===== config.mk =====
export PLATFORM = sky130hd
export DESIGN_NAME = seven_seg_display_mux
export DESIGN_NICKNAME = d
export VERILOG_FILES = /design/src/rtl/seven_seg_display_mux.sv
export SDC_FILE = /design/constraint.sdc
export NUM_CORES = 1
export LEC_CHECK = 0
export CAP_MARGIN = 10
export CORE_MARGIN = 3
export CORE_UTILIZATION = 52
export DETAILED_ROUTE_END_ITERATION = 16
export PLACE_DENSITY = 0.76
export SYNTH_ARGS = -nofsm -noshare
export SYNTH_HDL_FRONTEND = slang
export SYNTH_SLANG_ARGS = --single-unit

===== constraint.sdc =====
create_clock -name clock_100Mhz -period 2.3 [get_ports clock_100Mhz]
set_input_delay 0.46 -clock clock_100Mhz [delete_from_list [all_inputs] [get_ports clock_100Mhz]]
set_output_delay 0.46 -clock clock_100Mhz [all_outputs]
set_load 0.01 [all_outputs]

===== src/rtl/seven_seg_display_mux.sv =====
// Binary-to-BCD (sequential double dabble) front end feeding a
// time-multiplexed, active-low seven-segment scanner.
module seven_seg_display_mux #(
    parameter int NUM_DIGITS    = 4,
    parameter int VALUE_WIDTH   = 16,
    parameter int REFRESH_BITS  = 18,
    parameter int BLANK_LEADING = 1
) (
    input  logic                   clock_100Mhz,
    input  logic                   reset,
    input  logic [VALUE_WIDTH-1:0] value_in,
    input  logic                   value_load,
    input  logic [NUM_DIGITS-1:0]  dp_in,
    output logic                   busy,
    output logic                   overflow,
    output logic [NUM_DIGITS-1:0]  Anode_Activate,
    output logic [6:0]             LED_out,
    output logic                   dp_out
);

    localparam int BW = 4 * NUM_DIGITS;
    localparam int IW = (NUM_DIGITS > 1) ? $clog2(NUM_DIGITS) : 1;
    localparam int CW = $clog2(VALUE_WIDTH + 1);

    typedef enum logic [1:0] {IDLE, CONVERT, COMMIT} state_t;

    state_t                  state;
    logic [VALUE_WIDTH-1:0]  shift;
    logic [BW-1:0]           bcd;
    logic [BW-1:0]           bcd_adj;
    logic [BW-1:0]           display;
    logic                    ovf_scratch;
    logic [CW-1:0]           bit_cnt;
    logic [REFRESH_BITS-1:0] prescaler;
    logic [IW-1:0]           index;

    logic [NUM_DIGITS-1:0]   blank;
    logic                    zero_run;
    logic [3:0]              cur_digit;
    logic                    cur_blank;
    logic                    cur_dp;
    logic [6:0]              seg_next;
    logic [NUM_DIGITS-1:0]   anode_next;

    function automatic logic [6:0] seg7(input logic [3:0] d);
        logic [6:0] s;
        case (d)
            4'd0:    s = 7'b0000001;
            4'd1:    s = 7'b1001111;
            4'd2:    s = 7'b0010010;
            4'd3:    s = 7'b0000110;
            4'd4:    s = 7'b1001100;
            4'd5:    s = 7'b0100100;
            4'd6:    s = 7'b0100000;
            4'd7:    s = 7'b0001111;
            4'd8:    s = 7'b0000000;
            4'd9:    s = 7'b0000100;
            default: s = 7'b0000001;
        endcase
        return s;
    endfunction

    always_comb begin
        bcd_adj = bcd;
        for (int k = 0; k < NUM_DIGITS; k++) begin
            if (bcd[4*k +: 4] >= 4'd5)
                bcd_adj[4*k +: 4] = bcd[4*k +: 4] + 4'd3;
        end
    end

    // Scratch registers are private to the engine; display and overflow
    // change only in COMMIT, so a conversion never shows partial results.
    always_ff @(posedge clock_100Mhz or negedge reset) begin
        if (!reset) begin
            state       <= IDLE;
            busy        <= 1'b0;
            overflow    <= 1'b0;
            display     <= '0;
            shift       <= '0;
            bcd         <= '0;
            ovf_scratch <= 1'b0;
            bit_cnt     <= '0;
        end else begin
            unique case (state)
                IDLE: begin
                    if (value_load) begin
                        shift       <= value_in;
                        bcd         <= '0;
                        ovf_scratch <= 1'b0;
                        bit_cnt     <= CW'(VALUE_WIDTH);
                        busy        <= 1'b1;
                        state       <= CONVERT;
                    end
                end
                CONVERT: begin
                    bcd         <= {bcd_adj[BW-2:0], shift[VALUE_WIDTH-1]};
                    shift       <= shift << 1;
                    ovf_scratch <= ovf_scratch | bcd_adj[BW-1];
                    bit_cnt     <= bit_cnt - CW'(1);
                    if (bit_cnt == CW'(1))
                        state <= COMMIT;
                end
                COMMIT: begin
                    display  <= bcd;
                    overflow <= ovf_scratch;
                    busy     <= 1'b0;
                    state    <= IDLE;
                end
                default: state <= IDLE;
            endcase
        end
    end

    always_ff @(posedge clock_100Mhz or negedge reset) begin
        if (!reset) begin
            prescaler <= '0;
            index     <= '0;
        end else begin
            prescaler <= prescaler + REFRESH_BITS'(1);
            if (&prescaler) begin
                if (index == IW'(NUM_DIGITS - 1))
                    index <= '0;
                else
                    index <= index + IW'(1);
            end
        end
    end

    // A digit blanks when it and every more significant digit are zero.
    always_comb begin
        zero_run = 1'b1;
        blank    = '0;
        for (int k = NUM_DIGITS - 1; k >= 0; k--) begin
            zero_run = zero_run && (display[4*k +: 4] == 4'd0);
            blank[k] = (BLANK_LEADING != 0) && (k > 0) && zero_run;
        end
    end

    always_comb begin
        cur_digit = 4'd0;
        cur_blank = 1'b0;
        cur_dp    = 1'b0;
        for (int k = 0; k < NUM_DIGITS; k++) begin
            if (index == IW'(k)) begin
                cur_digit = display[4*k +: 4];
                cur_blank = blank[k];
                cur_dp    = dp_in[k];
            end
        end
        if (overflow)
            seg_next = 7'b1111110;
        else if (cur_blank)
            seg_next = 7'b1111111;
        else
            seg_next = seg7(cur_digit);
        anode_next = ~(NUM_DIGITS'(1) << index);
    end

    always_ff @(posedge clock_100Mhz or negedge reset) begin
        if (!reset) begin
            Anode_Activate <= ~NUM_DIGITS'(1);
            LED_out        <= 7'b0000001;
            dp_out         <= 1'b1;
        end else begin
            Anode_Activate <= anode_next;
            LED_out        <= seg_next;
            dp_out         <= ~cur_dp;
        end
    end

endmodule


==> results of run 1 <==
-- flip-flops by register name (all words and copies together), names as in the netlist, 2 cells and up --
register / flops
prescaler: 18
bcd: 16
display: 16
shift: 16
LED_out: 7
bit_cnt: 5
Anode_Activate: 4
index: 2
state: 2
-- layout make-up --
type / instances / area, µm²
fill: 644 / 2860
sequential: 90 / 2260
multi-input combinational: 271 / 1910
timing repair buffer: 49 / 468
clock buffer: 11 / 141
tap: 102 / 128
inverter: 22 / 82.6
clock inverter: 5 / 40.0
-- per-layer routing --
metal	track usage (%)	wire length, µm	part of all wire (%)
met3	3.39	284	3.8
met2	26.3	3480	47
met4	6.80	112	1.5
met1	22.6	3610	48
met5	0	0	0
-- where the power goes --
| group | internal (mW) | switching, mW |
|---|---|---|
| combinational | 0.959 | 1.08 |
| sequential | 2.10 | 0.379 |
| clock | 0.426 | 0.539 |
-- worst min-delay path by stage --
stage                             end  slack, ps  cells after the start   from
floorplan           Anode_Activate[0]        160                      0  reset
global placement           LED_out[1]        440                      1  reset
detailed placement         LED_out[1]        440                      1  reset
CTS                        LED_out[1]         60                      1  reset
global route               LED_out[1]         70                      1  reset
finish                     LED_out[1]         50                      1  reset
-- Yosys cell counts, types with 2 or more instances --
cell,n,area (µm²)
dfstp_2,5,131
nor2b_1,5,31.3
buf_2,3,15.0
nor3b_1,3,22.5
a22oi_1,15,113
xor2_1,10,87.6
mux2i_1,3,30.0
or4_1,2,15.0
dfrtp_1,85,2130
xnor2_1,14,123
a21oi_1,14,70.1
ha_1,19,238
clkbuf_1,11,41.3
o32ai_1,3,26.3
mux2_2,9,101
nand4_1,2,12.5
nand2b_1,7,43.8
o21ai_0,32,160
nor2_1,14,52.6
nand3_1,18,90.1
nor4_1,2,12.5
nand2_1,55,206
buf_4,2,15.0
and4_4,2,22.5
mux2_1,3,33.8
nor3_1,3,15.0
a211oi_2,2,25.0
and3_1,2,12.5
o31ai_1,6,45.0
inv_1,22,82.6
or2_1,2,12.5
a221oi_2,2,30.0
a32o_1,4,40.0
-- stage by stage --
step | setup WS (ps) | std cells | cell area [µm²]
2_1_floorplan | 150 | 400 | 4310
6_report | 123 | 550 | 5020
3_5_place_dp | 17.7 | 532 | 4810
4_1_cts | 21.8 | 548 | 4990
5_1_grt | -25.7 | 550 | 5020
3_3_place_gp | 96.5 | 532 | 4810
-- timing repair --
| item | 4_1_cts | 5_1_grt |
|---|---|---|
| hold buffers | 0 | 0 |
| gates resized for setup | 1 | 5 |
| endpoints found under the setup margin | 1 | 4 |
| pin swaps | 0 | 1 |
| buffers inserted | 0 | 2 |
-- cell families (layout without fill, tap and decap cells) --
family / count (synthesis) / after routing / share of synthesized area, %
AND/OR/NAND/NOR: 127 / 127 / 15.5
buffers and inverters: 39 / 87 / 3.83
flip-flops: 90 / 90 / 52.4
AO/OA/AOI/OAI: 86 / 86 / 14.0
adder cells (fa/ha/maj): 19 / 19 / 5.52
XOR/XNOR: 24 / 24 / 4.88
multiplexers: 15 / 15 / 3.83
-- worst max-delay path, delay by kind of cell, from the launching register on --
family / cells / cell delay (ps)
compound gates: 2 / 410
mux: 1 / 140
flops: 1 / 410
fa+ha+maj: 2 / 570
simple gates: 1 / 150
buf+inv: 3 / 360
==> results.toml, run 1 <==
[logic_synthesis]
synth_async_sr_flop_share_pct = 100
synth-edff-count = 0
synth_ff_type = "dfrtp_1"
syn_area_um2 = 4310
synthCells = 400
yosysUniqueCellTypes = 52
yosys_warnings = 0
ys_ff_latch = 90
postSynthAreaPerCell_um2 = 10.8
ys_seq_area_share_pct = 52.4
synth_nets = 442

[pwr]
total_leakage_power_nw = 2.29
power.density_nw_per_um2 = 1090
total_power_mw = 5.48
vdd.ir_drop.worst_v = 0.000645

[setup_path]
crit_top_cell = "inv_1"
critPathLaunch = "index[0]"
r2r_end = "LED_out[3]"
worstSetupPathType = "reg2reg"
slowest_stage = "dfrtp_1"
reg2reg_from = "index[0]"
reg2regPathDepth = 9
worstPathArrival_ps = 2390
max_stage_delay_ps = 410
reg2reg_slack_ps = 120
cp-start-kind = "flop"
required_ps = 2510
critical_path.endpoint = "LED_out[3]"
cp_max_fo = 7
crit_path_cell_trace = "inv_1 > ha_2 > buf_4 > nor3b_2 > a211oi_2 > inv_1 > ha_1 > mux2i_1 > o21ai_0"
endpoint_kind = "flop"

[detailed_routing]
ant_nets = 0
drt-pass1-iter-count = 4
vias = 2938
drtIter0Drc = 88
drc_errors = 0
wl_per_cell_um = 13.6
routed_wl_mm = 7.49
vias_per_cell = 5.34

[sta]
fin_skew_ps = 8.52
finalHoldViolCount = 0
fin_setup_tns_ps = 0
slew_viol_final = 0
fin_crit_ps = 2180
max_freq_mhz = 459
worstMarginPinSlew_ps = 968
hold_slack_ps = 53.8
period_share_pct = 94.7
finalSetupViolations = 0
slew_headroom_pct = 35.2
rsz0062_at_grt = "true"

[global_routing]
grt_max_degree = 56
grt_usage_pct = 16.7
grt_pass1_vias = 2896
antenna_found_initial = 0
grt_pass1_wl_mm = 13.0
grt_remaining_overflow = 0

[floorplan]
ios = 37
core_um2 = 7890
start_util_pct = 54.6
die-area_um2 = 9420
die_y_um = 97.0
rows = 32
fp.dieW_um = 97.0

[finish]
layout.nets = 485
fin_util_pct = 63.7
final_cell_mix = "dfrtp_1, nand2_1, clkdlybuf4s50_1"
layout-drive-gt1-share_pct = 14.3
num_antenna_cells = 0
area_growth_pct = 16.6
final_common_cell = "dfrtp_1"

[worst_hold_path]
min_path_type = "in2async"

[place]
gp_congestion = 0.788
hpwlAfterDp_mm = 5.30
portBuffers = 36

[cts]
clk_pin_slew_ps = 90
insertion_delay_ps = 350
clock-sinks = 90
h-tree-depth = 3
numCtsBuffers = 9
cts_buffer_depth = 2
cts_root_buf = "clkbuf_8"
cts_tree = "yes"

[job]
cap_violations = 0

[run_status]
status = "completed"
No activity file was read; power rests on OpenSTA's default activity.
==> run 2: changes to the inputs <==
- PLACE_DENSITY: 0.76 -> default
- PLACE_DENSITY_LB_ADDON: default -> 0.1
==> results.toml, run 2 (synthesized netlist as in run 1, its figures left out) <==
[run_status]
status = "completed"

[floorplan]
core_um2 = 7890
die_y_um = 97.0
fp.dieW_um = 97.0
ios = 37
die-area_um2 = 9420
start_util_pct = 54.6
rows = 32

[global_routing]
grt_pass1_vias = 3100
grt_max_degree = 38
antenna_found_initial = 0
grt_usage_pct = 17.8
grt_remaining_overflow = 0
grt_pass1_wl_mm = 13.9

[job]
cap_violations = 0

[cts]
cts_root_buf = "clkbuf_8"
cts_hold_buf = 0
cts_tree = "yes"
cts_buffer_depth = 2
insertion_delay_ps = 350
clk_pin_slew_ps = 90
clock-sinks = 90
h-tree-depth = 3
numCtsBuffers = 9

[pwr]
total_leakage_power_nw = 2.30
total_power_mw = 5.64
vdd.ir_drop.worst_v = 0.000763
power.density_nw_per_um2 = 1120

[setup_path]
path_depth = 9
max_stage_delay_ps = 440
crit_buf_inv = 2
reg2regPathDepth = 9
required_ps = 2520
reg2reg_slack_ps = 140
endpoint_kind = "flop"
worstPathArrival_ps = 2390
path_delay_family = "adder cells"
cp-start-kind = "flop"
crit_path_cell_trace = "inv_1 > ha_2 > buf_4 > nor3b_1 > a211oi_2 > ha_1 > mux2_1 > nand2_1 > o211ai_2"
cp_max_fo = 7
worstSetupPathType = "reg2reg"
slowest_stage = "dfrtp_2"

[place]
portBuffers = 36
gp_congestion = 0.793
hpwlAfterDp_mm = 5.56
placed_cells = 533

[finish]
area_growth_pct = 17.0
fillers = 637
final_cells = 550
final-seq-area_um2 = 2260
top_register = "prescaler"
layout.nets = 485
num_antenna_cells = 0
multi_input_area_um2 = 1890
largest_register_ffs = 18
final_common_cell = "dfrtp_1"
final_cell_mix = "dfrtp_1, nand2_1, clkdlybuf4s50_1"
layout-drive-gt1-share_pct = 14.3

[sta]
max_freq_mhz = 462
worstMarginPinSlew_ps = 951
slew_viol_final = 0
slew_headroom_pct = 36.3
fin_skew_ps = 8.46
finalHoldViolCount = 0
finalSetupViolations = 0
fin_crit_ps = 2160
period_share_pct = 94.1
rsz0062_at_grt = "true"

[detailed_routing]
ant_nets = 0
vias = 2998
drtIter0Drc = 93
wl_per_cell_um = 14.2
vias_per_cell = 5.45
routed_wl_mm = 7.82
drt-pass1-iter-count = 4
drc_errors = 0

[worst_hold_path]
min_path_type = "in2async"
run 2: changes by cell type in the layout (fill, tap and decap cells not counted), sizes merged:
cell	before	now
bufinv	0	1
inv	22	23
clkinv	2	0
run 2: final cells by class:
class / instances / share of cell area [%]
clock buffer: 11 / 3.00
clock inverter: 5 / 1.22
inverter: 22 / 1.64
multi-input combinational: 271 / 37.5
sequential: 90 / 44.8
tap: 102 / 2.53
timing repair buffer: 49 / 9.28
run 2: power breakdown:
part,switching [mW],leakage (nW),internal [mW]
registers,0.379,1.14,2.10
logic,1.08,1.05,0.950
clock network,0.567,0.0982,0.565
total,2.03,2.30,3.61
run 2: path summary, 6_finish.rpt:
| path | startpoint | to |
|---|---|---|
| max reg2reg | index[0] | LED_out[2] |
| max | index[0] | LED_out[2] |
| min reg2reg | prescaler[5] | prescaler[5] |
| min | reset | LED_out[6] |
| min in group clock_100Mhz | prescaler[5] | prescaler[5] |
| max in group asynchronous | reset | bcd[5] |
run 2: worst register-to-register path: cells and delay by family, from the launching register on:
family                   cells  cell delay (ps)
buffers and inverters        2              260
AND/OR/NAND/NOR              2              350
flip-flops                   1              440
multiplexers                 1              290
adder cells (fa/ha/maj)      2              500
AO/OA/AOI/OAI                2              200
run 2: metal layers:
layer / track usage (%) / share of wire (%) / wire, µm
met1: 22.5 / 46 / 3620
met2: 30.2 / 49 / 3830
met3: 4.11 / 3.5 / 276
met4: 6.26 / 1.1 / 88
met5: 0 / 0 / 0
run 2: metrics by stage:
step / hold slack [ps] / setup WS [ps] / utilization, % / setup TNS, ps / instance area [µm²]
final: 48.2 / 135 / 64.0 / 0 / 5040
after detailed placement: 444 / 43.5 / 61.1 / 0 / 4820
after CTS: 51.4 / 40.7 / 63.8 / 0 / 5030
after floorplan: 164 / 150 / - / 0 / 4310
after global routing: 68.8 / -11.1 / 64.0 / -11.1 / 5040
after global placement: 440 / 82.5 / 61.1 / 0 / 4820
run 2: timing repair:
item                       in CTS  in global routing
buffers inserted                0                  1
gates resized for setup         0                  4
setup endpoints to repair       0                  5
==> run 3: changes to the inputs <==
- CORE_UTILIZATION: 52 -> 40
- CTS_BUF_LIST: default -> sky130_fd_sc_hd__clkbuf_4 sky130_fd_sc_hd__clkbuf_8
==> results.toml, run 3 (synthesized netlist as in run 1, its figures left out) <==
[setup_path]
reg2regPathDepth = 9
required_ps = 2520
crit_buf_inv = 3
cp_max_fo = 6
endpoint_kind = "flop"
slowest_stage = "dfrtp_1"
worstSetupPathType = "reg2reg"
crit_top_cell = "inv_1"
worstPathArrival_ps = 2350
path_delay_family = "adder cells"
crit_path_cell_trace = "inv_1 > ha_2 > buf_4 > nor3b_1 > a211oi_2 > inv_1 > ha_1 > mux2i_1 > o21ai_0"
cp-start-kind = "flop"
max_stage_delay_ps = 420
path_depth = 9

[detailed_routing]
drc_errors = 0
drtIter0Drc = 156
vias_per_cell = 5.08
wl_per_cell_um = 13.5
drt-pass1-iter-count = 4
ant_nets = 0
vias = 2977
routed_wl_mm = 7.92

[floorplan]
die_y_um = 110
ios = 37
fp.dieW_um = 110
core_um2 = 10400
rows = 37
start_util_pct = 41.4
die-area_um2 = 12100

[place]
placed_cells = 570
placed_cell_area_um2 = 4880
portBuffers = 36
dp_slack_ps = 66.1
hpwlAfterDp_mm = 5.56
gp_congestion = 0.804

[sta]
period_share_pct = 92.6
slew_headroom_pct = 32.2
worstMarginPinSlew_ps = 1010
rsz0062_at_grt = "false"
fin_skew_ps = 12.0
max_freq_mhz = 470
fin_crit_ps = 2130
finalSetupViolations = 0
finalHoldViolCount = 0
fin_ws_ps = 171
slew_viol_final = 0
fin_setup_tns_ps = 0
hold_slack_ps = 26.9

[finish]
layout.nets = 487
final_cell_mix = "dfrtp_1, nand2_1, clkdlybuf4s50_1"
area_growth_pct = 18.8
final_common_cell = "dfrtp_1"
largest_register_ffs = 18
top_register = "prescaler"
fin_util_pct = 49.1
final_cells = 586
fin_area_um2 = 5120
num_antenna_cells = 0
layout-drive-gt1-share_pct = 14.7

[global_routing]
grt_pass1_vias = 3030
grt_pass1_wl_mm = 13.9
antenna_found_initial = 0
grt_max_degree = 41
grt_usage_pct = 14.7
grt_remaining_overflow = 0

[pwr]
total_power_mw = 5.71
total_leakage_power_nw = 2.33
vdd.ir_drop.worst_v = 0.000451
power.density_nw_per_um2 = 1110

[cts]
cts_root_buf = "clkbuf_8"
clock-sinks = 90
clk_pin_slew_ps = 90
cts_setup_buffers = 0
cts_tree = "yes"
cts_buffer_depth = 2
insertion_delay_ps = 360
h-tree-depth = 3
numCtsBuffers = 9

[worst_hold_path]
min_path_type = "in2async"

[job]
cap_violations = 0

[run_status]
status = "completed"
run 3: worst paths after layout:
check | slack (ps) | start | endpoint
min in group clock_100Mhz | 480 | prescaler[16] | prescaler[16]
setup reg to reg | 170 | index[0] | LED_out[3]
max in group asynchronous | 1630 | reset | shift[8]
setup / recovery | 170 | index[0] | LED_out[3]
hold reg to reg | 480 | prescaler[16] | prescaler[16]
hold / removal | 30 | reset | LED_out[4]
run 3: power by group:
group | leakage, nW | switching [mW] | total, mW | internal, mW
clock network | 0.113 | 0.553 | 1.20 | 0.651
registers | 1.14 | 0.372 | 2.47 | 2.10
logic | 1.07 | 1.08 | 2.03 | 0.952
total | 2.33 | 2.01 | 5.71 | 3.70
run 3: per-layer routing:
metal	track usage, %	part of all wire [%]	vias up
li1	-	-	1483
met1	19.0	48	1428
met2	23.4	45	53
met3	2.76	3.9	13
met4	7.48	2.3	0
met5	0	0	-
run 3: repair_timing:
item                       4_1_cts  5_1_grt
setup endpoints to repair        0        3
hold buffers                     0        0
gates resized for setup          0        5
run 3: area by class of cell:
class,count,area [µm²]
Timing Repair Buffer,51,483
Fill cell,982,5300
Inverter,22,82.6
Sequential cell,90,2260
Tap cell,136,170
Clock inverter,5,77.6
Clock buffer,11,145
Multi-Input combinational cell,271,1900
